`src/rtl/rhythm_pkg.sv`:
```
// Shared types and constants for the rhythm-game lane logic: FSM states, grades,
// keyboard scan codes and default screen geometry.
package rhythm_pkg;

    typedef enum logic [1:0] {
        HALTED,
        WAIT,
        FALL,
        DONE
    } dropper_state_t;

    typedef enum logic [1:0] {
        NONE,
        MISS,
        HIT,
        PERFECT
    } grade_t;

    localparam logic [7:0] KEY_SPACE = 8'h2c;
    localparam logic [7:0] KEY_ESC   = 8'h01;
    localparam logic [7:0] KEY_RIGHT = 8'h4f;
    localparam logic [7:0] KEY_LEFT  = 8'h50;
    localparam logic [7:0] KEY_DOWN  = 8'h51;
    localparam logic [7:0] KEY_UP    = 8'h52;

    localparam int Y_MAX_DEF   = 400;
    localparam int ARROW_H_DEF = 40;

    function automatic logic [7:0] sat_inc8(input logic [7:0] value);
        return (value == 8'hff) ? value : value + 8'd1;
    endfunction

endpackage

```
`src/rtl/arrow_lane_dropper_if.sv`:
```
// Bundle between the keyboard/renderer side and one lane dropper.
// The dropper takes the slave view; whoever drives keys and reads the lane takes master.
interface arrow_lane_dropper_if #(
    parameter int NUM_NOTES = 4,
    parameter int CNT_W     = 12
);

    logic [7:0]                 keycode;
    logic [7:0]                 keycode_second;
    logic [NUM_NOTES*CNT_W-1:0] spawn_frames;
    logic [9:0]                 drop_x;
    logic [9:0]                 drop_y;
    logic                       visible;
    logic                       hit_pulse;
    logic                       perfect_pulse;
    logic                       miss_pulse;
    logic [7:0]                 hit_count;
    logic [7:0]                 miss_count;
    logic                       done;

    modport slave (
        input  keycode, keycode_second, spawn_frames,
        output drop_x, drop_y, visible, hit_pulse, perfect_pulse, miss_pulse,
               hit_count, miss_count, done
    );

    modport master (
        output keycode, keycode_second, spawn_frames,
        input  drop_x, drop_y, visible, hit_pulse, perfect_pulse, miss_pulse,
               hit_count, miss_count, done
    );

endinterface

```
`src/rtl/lane_key_detect.sv`:
```
// Matches the lane, start and restart keys on either keycode input.
// With DROPPER_KEY_EDGE_EN defined the lane key only counts on the frame it first appears.
module lane_key_detect
    import rhythm_pkg::*;
#(
    parameter logic [7:0] KEY_CODE    = KEY_DOWN,
    parameter logic [7:0] START_KEY   = KEY_SPACE,
    parameter logic [7:0] RESTART_KEY = KEY_ESC
) (
    input  logic       frame_clk,
    input  logic       Reset,
    input  logic [7:0] keycode,
    input  logic [7:0] keycode_second,
    output logic       key_hit,
    output logic       start_req,
    output logic       restart_req
);

    logic key_present;

    assign key_present = (keycode == KEY_CODE)    || (keycode_second == KEY_CODE);
    assign start_req   = (keycode == START_KEY)   || (keycode_second == START_KEY);
    assign restart_req = (keycode == RESTART_KEY) || (keycode_second == RESTART_KEY);

`ifdef DROPPER_KEY_EDGE_EN
    logic key_prev;

    // Remembers whether the lane key was already down last frame, so a held key fires once.
    always_ff @(posedge frame_clk) begin
        if (Reset) begin
            key_prev <= 1'b0;
        end else begin
            key_prev <= key_present;
        end
    end

    assign key_hit = key_present && !key_prev;
`else
    logic unused_clk_rst;

    // Level-sensitive matching needs no state; clock and reset only feed the edge register.
    assign unused_clk_rst = frame_clk ^ Reset;
    assign key_hit        = key_present;
`endif

endmodule

```
`src/rtl/arrow_lane_dropper.sv`:
```
// Single-lane note engine: spawns NUM_NOTES arrows on schedule, drops them and grades key presses.
// Optional DROPPER_KEY_EDGE_EN makes the lane key edge-triggered (see lane_key_detect).
module arrow_lane_dropper
    import rhythm_pkg::*;
#(
    parameter int         LANE_X      = 220,
    parameter int         Y_START     = 100,
    parameter int         Y_MAX       = Y_MAX_DEF,
    parameter int         ARROW_H     = ARROW_H_DEF,
    parameter int         HIT_LO      = 340,
    parameter int         PERF_LO     = 360,
    parameter int         PERF_HI     = 380,
    parameter int         SPEED       = 1,
    parameter logic [7:0] KEY_CODE    = KEY_DOWN,
    parameter logic [7:0] START_KEY   = KEY_SPACE,
    parameter logic [7:0] RESTART_KEY = KEY_ESC,
    parameter int         NUM_NOTES   = 4,
    parameter int         CNT_W       = 12
) (
    input  logic                 frame_clk,
    input  logic                 Reset,
    arrow_lane_dropper_if.slave  bus
);

    localparam int IDX_W = $clog2(NUM_NOTES + 1);

    dropper_state_t   state_q, state_d;
    logic [CNT_W-1:0] counter_q, counter_d;
    logic [IDX_W-1:0] index_q, index_d;
    logic [9:0]       drop_y_q, drop_y_d;
    logic             visible_q, visible_d;
    logic             hit_pulse_q, hit_pulse_d;
    logic             perfect_pulse_q, perfect_pulse_d;
    logic             miss_pulse_q, miss_pulse_d;
    logic [7:0]       hit_count_q, hit_count_d;
    logic [7:0]       miss_count_q, miss_count_d;
    logic             done_q, done_d;

    logic             key_hit;
    logic             start_req;
    logic             restart_req;
    logic [10:0]      bottom;
    logic [CNT_W-1:0] spawn_sel;
    logic [CNT_W-1:0] counter_inc;
    logic [IDX_W-1:0] index_inc;
    grade_t           grade;
    logic             abort;

    lane_key_detect #(
        .KEY_CODE    (KEY_CODE),
        .START_KEY   (START_KEY),
        .RESTART_KEY (RESTART_KEY)
    ) u_key_detect (
        .frame_clk      (frame_clk),
        .Reset          (Reset),
        .keycode        (bus.keycode),
        .keycode_second (bus.keycode_second),
        .key_hit        (key_hit),
        .start_req      (start_req),
        .restart_req    (restart_req)
    );

    // Bottom is formed at 11 bits so a large drop_y plus the arrow height cannot wrap.
    always_comb begin
        bottom      = {1'b0, drop_y_q} + 11'(ARROW_H);
        counter_inc = (counter_q == '1) ? counter_q : counter_q + 1'b1;
        index_inc   = index_q + IDX_W'(1);
        spawn_sel   = '0;
        for (int i = 0; i < NUM_NOTES; i++) begin
            if (index_q == IDX_W'(i)) begin
                spawn_sel = bus.spawn_frames[i*CNT_W +: CNT_W];
            end
        end

        grade = NONE;
        if (bottom >= 11'(Y_MAX)) begin
            grade = MISS;
        end else if (key_hit && (bottom >= 11'(HIT_LO))) begin
            if ((bottom >= 11'(PERF_LO)) && (bottom < 11'(PERF_HI))) begin
                grade = PERFECT;
            end else begin
                grade = HIT;
            end
        end
    end

    // Next-state and datapath; a restart in WAIT/FALL/DONE collapses everything back to HALTED.
    always_comb begin
        state_d         = state_q;
        counter_d       = counter_q;
        index_d         = index_q;
        drop_y_d        = drop_y_q;
        visible_d       = visible_q;
        hit_pulse_d     = 1'b0;
        perfect_pulse_d = 1'b0;
        miss_pulse_d    = 1'b0;
        hit_count_d     = hit_count_q;
        miss_count_d    = miss_count_q;
        done_d          = done_q;
        abort           = 1'b0;

        case (state_q)
            HALTED: begin
                abort = 1'b1;
                if (start_req && !restart_req) begin
                    state_d = WAIT;
                end
            end

            WAIT: begin
                if (restart_req) begin
                    abort   = 1'b1;
                    state_d = HALTED;
                end else begin
                    counter_d = counter_inc;
                    if (counter_q >= spawn_sel) begin
                        state_d   = FALL;
                        drop_y_d  = 10'(Y_START);
                        visible_d = 1'b1;
                    end
                end
            end

            FALL: begin
                if (restart_req) begin
                    abort   = 1'b1;
                    state_d = HALTED;
                end else begin
                    counter_d = counter_inc;
                    if (grade == NONE) begin
                        drop_y_d = drop_y_q + 10'(SPEED);
                    end else begin
                        visible_d       = 1'b0;
                        miss_pulse_d    = (grade == MISS);
                        hit_pulse_d     = (grade == HIT) || (grade == PERFECT);
                        perfect_pulse_d = (grade == PERFECT);
                        if (grade == MISS) begin
                            miss_count_d = sat_inc8(miss_count_q);
                        end else begin
                            hit_count_d = sat_inc8(hit_count_q);
                        end
                        index_d = index_inc;
                        if (index_inc == IDX_W'(NUM_NOTES)) begin
                            state_d = DONE;
                            done_d  = 1'b1;
                        end else begin
                            state_d = WAIT;
                        end
                    end
                end
            end

            DONE: begin
                visible_d = 1'b0;
                done_d    = 1'b1;
                if (restart_req) begin
                    abort   = 1'b1;
                    state_d = HALTED;
                end
            end

            default: begin
                abort   = 1'b1;
                state_d = HALTED;
            end
        endcase

        if (abort) begin
            counter_d    = '0;
            index_d      = '0;
            drop_y_d     = 10'(Y_START);
            visible_d    = 1'b0;
            hit_count_d  = 8'd0;
            miss_count_d = 8'd0;
            done_d       = 1'b0;
        end
    end

    always_ff @(posedge frame_clk) begin
        if (Reset) begin
            state_q         <= HALTED;
            counter_q       <= '0;
            index_q         <= '0;
            drop_y_q        <= 10'(Y_START);
            visible_q       <= 1'b0;
            hit_pulse_q     <= 1'b0;
            perfect_pulse_q <= 1'b0;
            miss_pulse_q    <= 1'b0;
            hit_count_q     <= 8'd0;
            miss_count_q    <= 8'd0;
            done_q          <= 1'b0;
        end else begin
            state_q         <= state_d;
            counter_q       <= counter_d;
            index_q         <= index_d;
            drop_y_q        <= drop_y_d;
            visible_q       <= visible_d;
            hit_pulse_q     <= hit_pulse_d;
            perfect_pulse_q <= perfect_pulse_d;
            miss_pulse_q    <= miss_pulse_d;
            hit_count_q     <= hit_count_d;
            miss_count_q    <= miss_count_d;
            done_q          <= done_d;
        end
    end

    assign bus.drop_x        = 10'(LANE_X);
    assign bus.drop_y        = drop_y_q;
    assign bus.visible       = visible_q;
    assign bus.hit_pulse     = hit_pulse_q;
    assign bus.perfect_pulse = perfect_pulse_q;
    assign bus.miss_pulse    = miss_pulse_q;
    assign bus.hit_count     = hit_count_q;
    assign bus.miss_count    = miss_count_q;
    assign bus.done          = done_q;

endmodule

```
`src/flat_wrapper.sv`:
```
// flat-port wrapper written by rule: the top's interface ports become plain ports
module arrow_lane_dropper_flat import rhythm_pkg::*;
#(
    parameter int         LANE_X      = 220,
    parameter int         Y_START     = 100,
    parameter int         Y_MAX       = Y_MAX_DEF,
    parameter int         ARROW_H     = ARROW_H_DEF,
    parameter int         HIT_LO      = 340,
    parameter int         PERF_LO     = 360,
    parameter int         PERF_HI     = 380,
    parameter int         SPEED       = 1,
    parameter logic [7:0] KEY_CODE    = KEY_DOWN,
    parameter logic [7:0] START_KEY   = KEY_SPACE,
    parameter logic [7:0] RESTART_KEY = KEY_ESC,
    parameter int         NUM_NOTES   = 4,
    parameter int         CNT_W       = 12
)
  (frame_clk, Reset, bus_keycode, bus_keycode_second, bus_spawn_frames, bus_drop_x, bus_drop_y, bus_visible, bus_hit_pulse, bus_perfect_pulse, bus_miss_pulse, bus_hit_count, bus_miss_count, bus_done);
  arrow_lane_dropper_if #(.NUM_NOTES(NUM_NOTES), .CNT_W(CNT_W)) bus_i ();
  input  logic frame_clk;
  input  logic Reset;
  input wire logic [$bits(bus_i.keycode)-1:0] bus_keycode;
  input wire logic [$bits(bus_i.keycode_second)-1:0] bus_keycode_second;
  input wire logic [$bits(bus_i.spawn_frames)-1:0] bus_spawn_frames;
  output wire logic [$bits(bus_i.drop_x)-1:0] bus_drop_x;
  output wire logic [$bits(bus_i.drop_y)-1:0] bus_drop_y;
  output wire logic [$bits(bus_i.visible)-1:0] bus_visible;
  output wire logic [$bits(bus_i.hit_pulse)-1:0] bus_hit_pulse;
  output wire logic [$bits(bus_i.perfect_pulse)-1:0] bus_perfect_pulse;
  output wire logic [$bits(bus_i.miss_pulse)-1:0] bus_miss_pulse;
  output wire logic [$bits(bus_i.hit_count)-1:0] bus_hit_count;
  output wire logic [$bits(bus_i.miss_count)-1:0] bus_miss_count;
  output wire logic [$bits(bus_i.done)-1:0] bus_done;
  assign bus_i.keycode = bus_keycode;
  assign bus_i.keycode_second = bus_keycode_second;
  assign bus_i.spawn_frames = bus_spawn_frames;
  assign bus_drop_x = bus_i.drop_x;
  assign bus_drop_y = bus_i.drop_y;
  assign bus_visible = bus_i.visible;
  assign bus_hit_pulse = bus_i.hit_pulse;
  assign bus_perfect_pulse = bus_i.perfect_pulse;
  assign bus_miss_pulse = bus_i.miss_pulse;
  assign bus_hit_count = bus_i.hit_count;
  assign bus_miss_count = bus_i.miss_count;
  assign bus_done = bus_i.done;
  arrow_lane_dropper #(.LANE_X(LANE_X), .Y_START(Y_START), .Y_MAX(Y_MAX), .ARROW_H(ARROW_H), .HIT_LO(HIT_LO), .PERF_LO(PERF_LO), .PERF_HI(PERF_HI), .SPEED(SPEED), .KEY_CODE(KEY_CODE), .START_KEY(START_KEY), .RESTART_KEY(RESTART_KEY), .NUM_NOTES(NUM_NOTES), .CNT_W(CNT_W)) u_core (.frame_clk(frame_clk), .Reset(Reset), .bus(bus_i));
endmodule
```
`config.mk`:
```
export PLATFORM = sky130hd
export DESIGN_NAME = arrow_lane_dropper_flat
export DESIGN_NICKNAME = d
export VERILOG_FILES = /design/src/rtl/rhythm_pkg.sv /design/src/rtl/arrow_lane_dropper_if.sv /design/src/rtl/lane_key_detect.sv /design/src/rtl/arrow_lane_dropper.sv /design/src/flat_wrapper.sv
export SDC_FILE = /design/constraint.sdc
export NUM_CORES = 1
export LEC_CHECK = 0
export ABC_AREA = 1
export ABC_CLOCK_PERIOD_IN_PS = 4100
export CORE_MARGIN = 3
export CORE_UTILIZATION = 49
export CTS_CLUSTER_DIAMETER = 50
export DETAILED_ROUTE_END_ITERATION = 16
export PLACE_DENSITY = 0.84
export SLEW_MARGIN = 5
export SYNTH_ARGS = -nofsm -noshare
export SYNTH_HDL_FRONTEND = slang
export SYNTH_HIERARCHICAL = 1
export SYNTH_SLANG_ARGS = --single-unit
export TNS_END_PERCENT = 100
```
`constraint.sdc`:
```
create_clock -name frame_clk -period 4.1 [get_ports frame_clk]
set_clock_uncertainty 0.2 [all_clocks]
set_input_delay 0.615 -clock frame_clk [delete_from_list [all_inputs] [get_ports frame_clk]]
set_output_delay 0.615 -clock frame_clk [all_outputs]
set_load 0.05 [all_outputs]
```
==> impl_metrics.json <==
{
  "synthTopCellsByArea": "dfxtp_1 (25%), nand2_1 (14%), ha_1 (10%)",
  "io_buffers": 96,
  "nFillCells": 640,
  "drtIter0Drc": 148,
  "synth_cell_types": 39,
  "drc_errors": 0,
  "critical_path.cell_chain": "inv_1 > ha_1 > nand2_1 > nor2_1 > a311oi_1 > a21oi_1 > ha_1 > a21oi_1 > o21ai_0 > nand3_1 > nand4_1 > nand2_1 > inv_1 > nand2_4 > nand2_1 > a21oi_2",
  "synth-edff-count": 0,
  "synth_common_cells": "nand2_1 (140), inv_1 (74), nor2_1 (68), dfxtp_1 (48), a21oi_1 (46)",
  "insertion_delay_ns": 0.30,
  "crit_type": "flip-flop to flip-flop",
  "timing.final.crit_share_pct": 86.9,
  "end_kind": "flip-flop",
  "multiInputGateArea_mm2": 0.00246,
  "diodes": 0,
  "setup_ws_ns": 0.535,
  "die_h_um": 94.9,
  "nNetsFinal": 786,
  "async_flop_share_pct": 0,
  "antenna_found_initial": 0,
  "hp-class": "flip-flop to flip-flop",
  "grtUsageMet3_pct": 4.22,
  "grt_use_met1_pct": 27.0,
  "cts_setup_buffers": 0,
  "htree_levels": 2,
  "synth.largest_area_cell": "dfxtp_1",
  "drive_above_1_share_pct": 8.85,
  "yosys.cell_count.top_type": "nand2_1",
  "drv_cap": 0,
  "critPathRequiredTime_ns": 4.06,
  "fin_util_pct": 67.0,
  "path_buf_inv": 2,
  "cts_tree": "built",
  "tightest_slew_ns": 0.729,
  "avgSynthCellArea_um2": 6.46,
  "wl_mm": 9.59,
  "cts_resized": 0,
  "rows": 31,
  "rsz0062_at_grt": "no",
  "drtAntennaViolNets": 0,
  "grt_most_used_layer": "met2",
  "critPathSlowestCell": "nand2_1",
  "cellLeakagePower_nw": 2.12,
  "vias": 3999,
  "grt_pass1_wl_mm": 16.6,
  "path_max_fanout": 22,
  "relSlewSlack_pct": 51.4,
  "path_common_cell": "nand2_1",
  "fin_setup_tns_ns": 0,
  "grt_overflow_total": 0,
  "area.growth.synth_to_final_pct": 29.0,
  "synth_top_cell_area_share_pct": 24.8,
  "regArea_um2": 961,
  "gp_congestion": 0.837,
  "ctsHoldBuffers": 0,
  "p_per_area_mw_per_mm2": 294,
  "clk_root_buffer_cell": "clkbuf_8",
  "core_mm2": 0.00745,
  "wl_per_cell_um": 12.2,
  "clk_pin_slew_worst_paths_ns": 0.10,
  "grt_max_degree": 25,
  "grt_util_all_layers_pct": 22.2,
  "grt_pass1_vias": 3890,
  "vias_per_cell": 5.07,
  "syn_area_mm2": 0.00387,
  "dr.pass1.iters": 4,
  "ys_ff_latch": 48,
  "start_util_pct": 51.9,
  "peakVddDrop_uv": 177,
  "outcome": "completed",
  "clockBufferDepth": 2,
  "report.final.slew_viol_count": 0,
  "fmaxAchievable_ghz": 0.281,
  "critPathArrivalTime_ns": 3.53,
  "hpwl_mm": 7.66,
  "worst_path_dominant_cell_family": "simple AND/OR/NAND/NOR gates",
  "slowest_delay_ns": 0.47,
  "hold_viol_final": 0,
  "cts_made_buffers": 5,
  "post-route-min-period_ns": 3.56,
  "crit_path_start_kind": "flip-flop",
  "grtUsageMet2_pct": 40.1,
  "syn_inst": 599,
  "yosys_warnings": 6,
  "num_io_pins": 107,
  "setup_viol": 0,
  "cts.sinks": 48,
  "yosysSeqAreaShare_pct": 24.8,
  "die_w_um": 94.9,
  "place_ws_ns": 0.592,
  "synth_ff_type": "dfxtp_1",
  "die_area_mm2": 0.00900
}
cell type report:
class / count / share of cell area (%)
multi-input combinational: 447 / 49.3
timing repair buffer: 98 / 19.6
sequential: 48 / 19.3
inverter: 88 / 6.67
tap: 99 / 2.48
clock buffer: 5 / 1.38
clock inverter: 3 / 1.38
registers in the layout, summed over array words and instances, names as in the netlist:
signal                    count
u_core/counter_q             12
u_core/bus.drop_y            10
u_core/bus.hit_count          8
u_core/bus.miss_count         8
u_core/index_q                3
u_core/state_q                2
u_core/bus.done               1
u_core/bus.hit_pulse          1
u_core/bus.miss_pulse         1
u_core/bus.perfect_pulse      1
u_core/bus.visible            1
where the power goes:
group,switching (W),internal [W]
Sequential,0.0000206,0.000482
Clock,0.000165,0.000246
Combinational,0.000364,0.000189
layer usage:
layer  up-vias  share of wire (%)
met4         0                1.4
met5         -                  0
li1       2096                  -
met2        84                 52
met1      1804                 43
met3        15                4.2
layout by cell type, fill, tap and decap left out, types with 2 or more instances in the layout:
cell type / netlist / routed
a21oi_1: 46 / 46
a21oi_2: 4 / 4
a221oi_1: 2 / 2
a311oi_1: 10 / 10
buf_4: 11 / 2
bufinv_16: 0 / 2
clkbuf_8: 0 / 5
clkdlybuf4s50_1: 0 / 96
conb_1: 2 / 10
dfxtp_1: 48 / 48
ha_1: 32 / 32
inv_1: 74 / 74
inv_2: 12 / 12
nand2_1: 140 / 140
nand2_2: 10 / 10
nand2_4: 6 / 6
nand3_1: 34 / 34
nand3_2: 7 / 7
nand4_1: 12 / 12
nor2_1: 68 / 68
nor2_2: 4 / 4
nor3_1: 12 / 12
nor3_2: 3 / 3
nor3b_1: 4 / 4
o21a_1: 2 / 2
o21ai_0: 27 / 27
o21ai_1: 2 / 2
xor2_1: 3 / 3
kinds of logic after synthesis:
| family | share of synthesized area, % |
|---|---|
| simple gates | 36.8 |
| flops | 24.8 |
| other cells | 0.194 |
| buf+inv | 12.4 |
| fa+ha+maj | 10.3 |
| xor+xnor | 0.906 |
| compound gates | 14.5 |
worst reg2reg max path, cell delays in order, from the launching register on:
cell	delay, ns
dfxtp_1	0.39
inv_1	0.11
ha_1	0.20
nand2_1	0.47
nor2_1	0.11
a311oi_1	0.25
a21oi_1	0.08
ha_1	0.34
a21oi_1	0.06
o21ai_0	0.18
nand3_1	0.13
nand4_1	0.12
nand2_1	0.06
inv_1	0.40
nand2_4	0.16
nand2_1	0.11
a21oi_2	0.06
stage by stage:
step	area (um2)	power, W	cells	hold WS, ns
after global placement	4850	0.00104	780	0.260
after detailed placement	4850	0.00106	780	0.270
after CTS	4990	0.00147	788	0.287
after floorplan	3900	0.000923	607	0.264
final	4990	0.00147	788	0.287
after global routing	4990	0.00157	788	0.306
final timing paths:
path | start | slack (ns) | end | cells past startpoint
worst max-delay path | u_core/index_q[0] | 0.54 | u_core/bus.drop_y[9] | 16
worst min-delay path | u_core/bus.miss_count[4] | 0.29 | u_core/bus.miss_count[4] | 2
worst max register to register | u_core/index_q[0] | 0.54 | u_core/bus.drop_y[9] | 16
worst min register to register | u_core/bus.miss_count[4] | 0.29 | u_core/bus.miss_count[4] | 2
(Power assumes the default switching activity.)
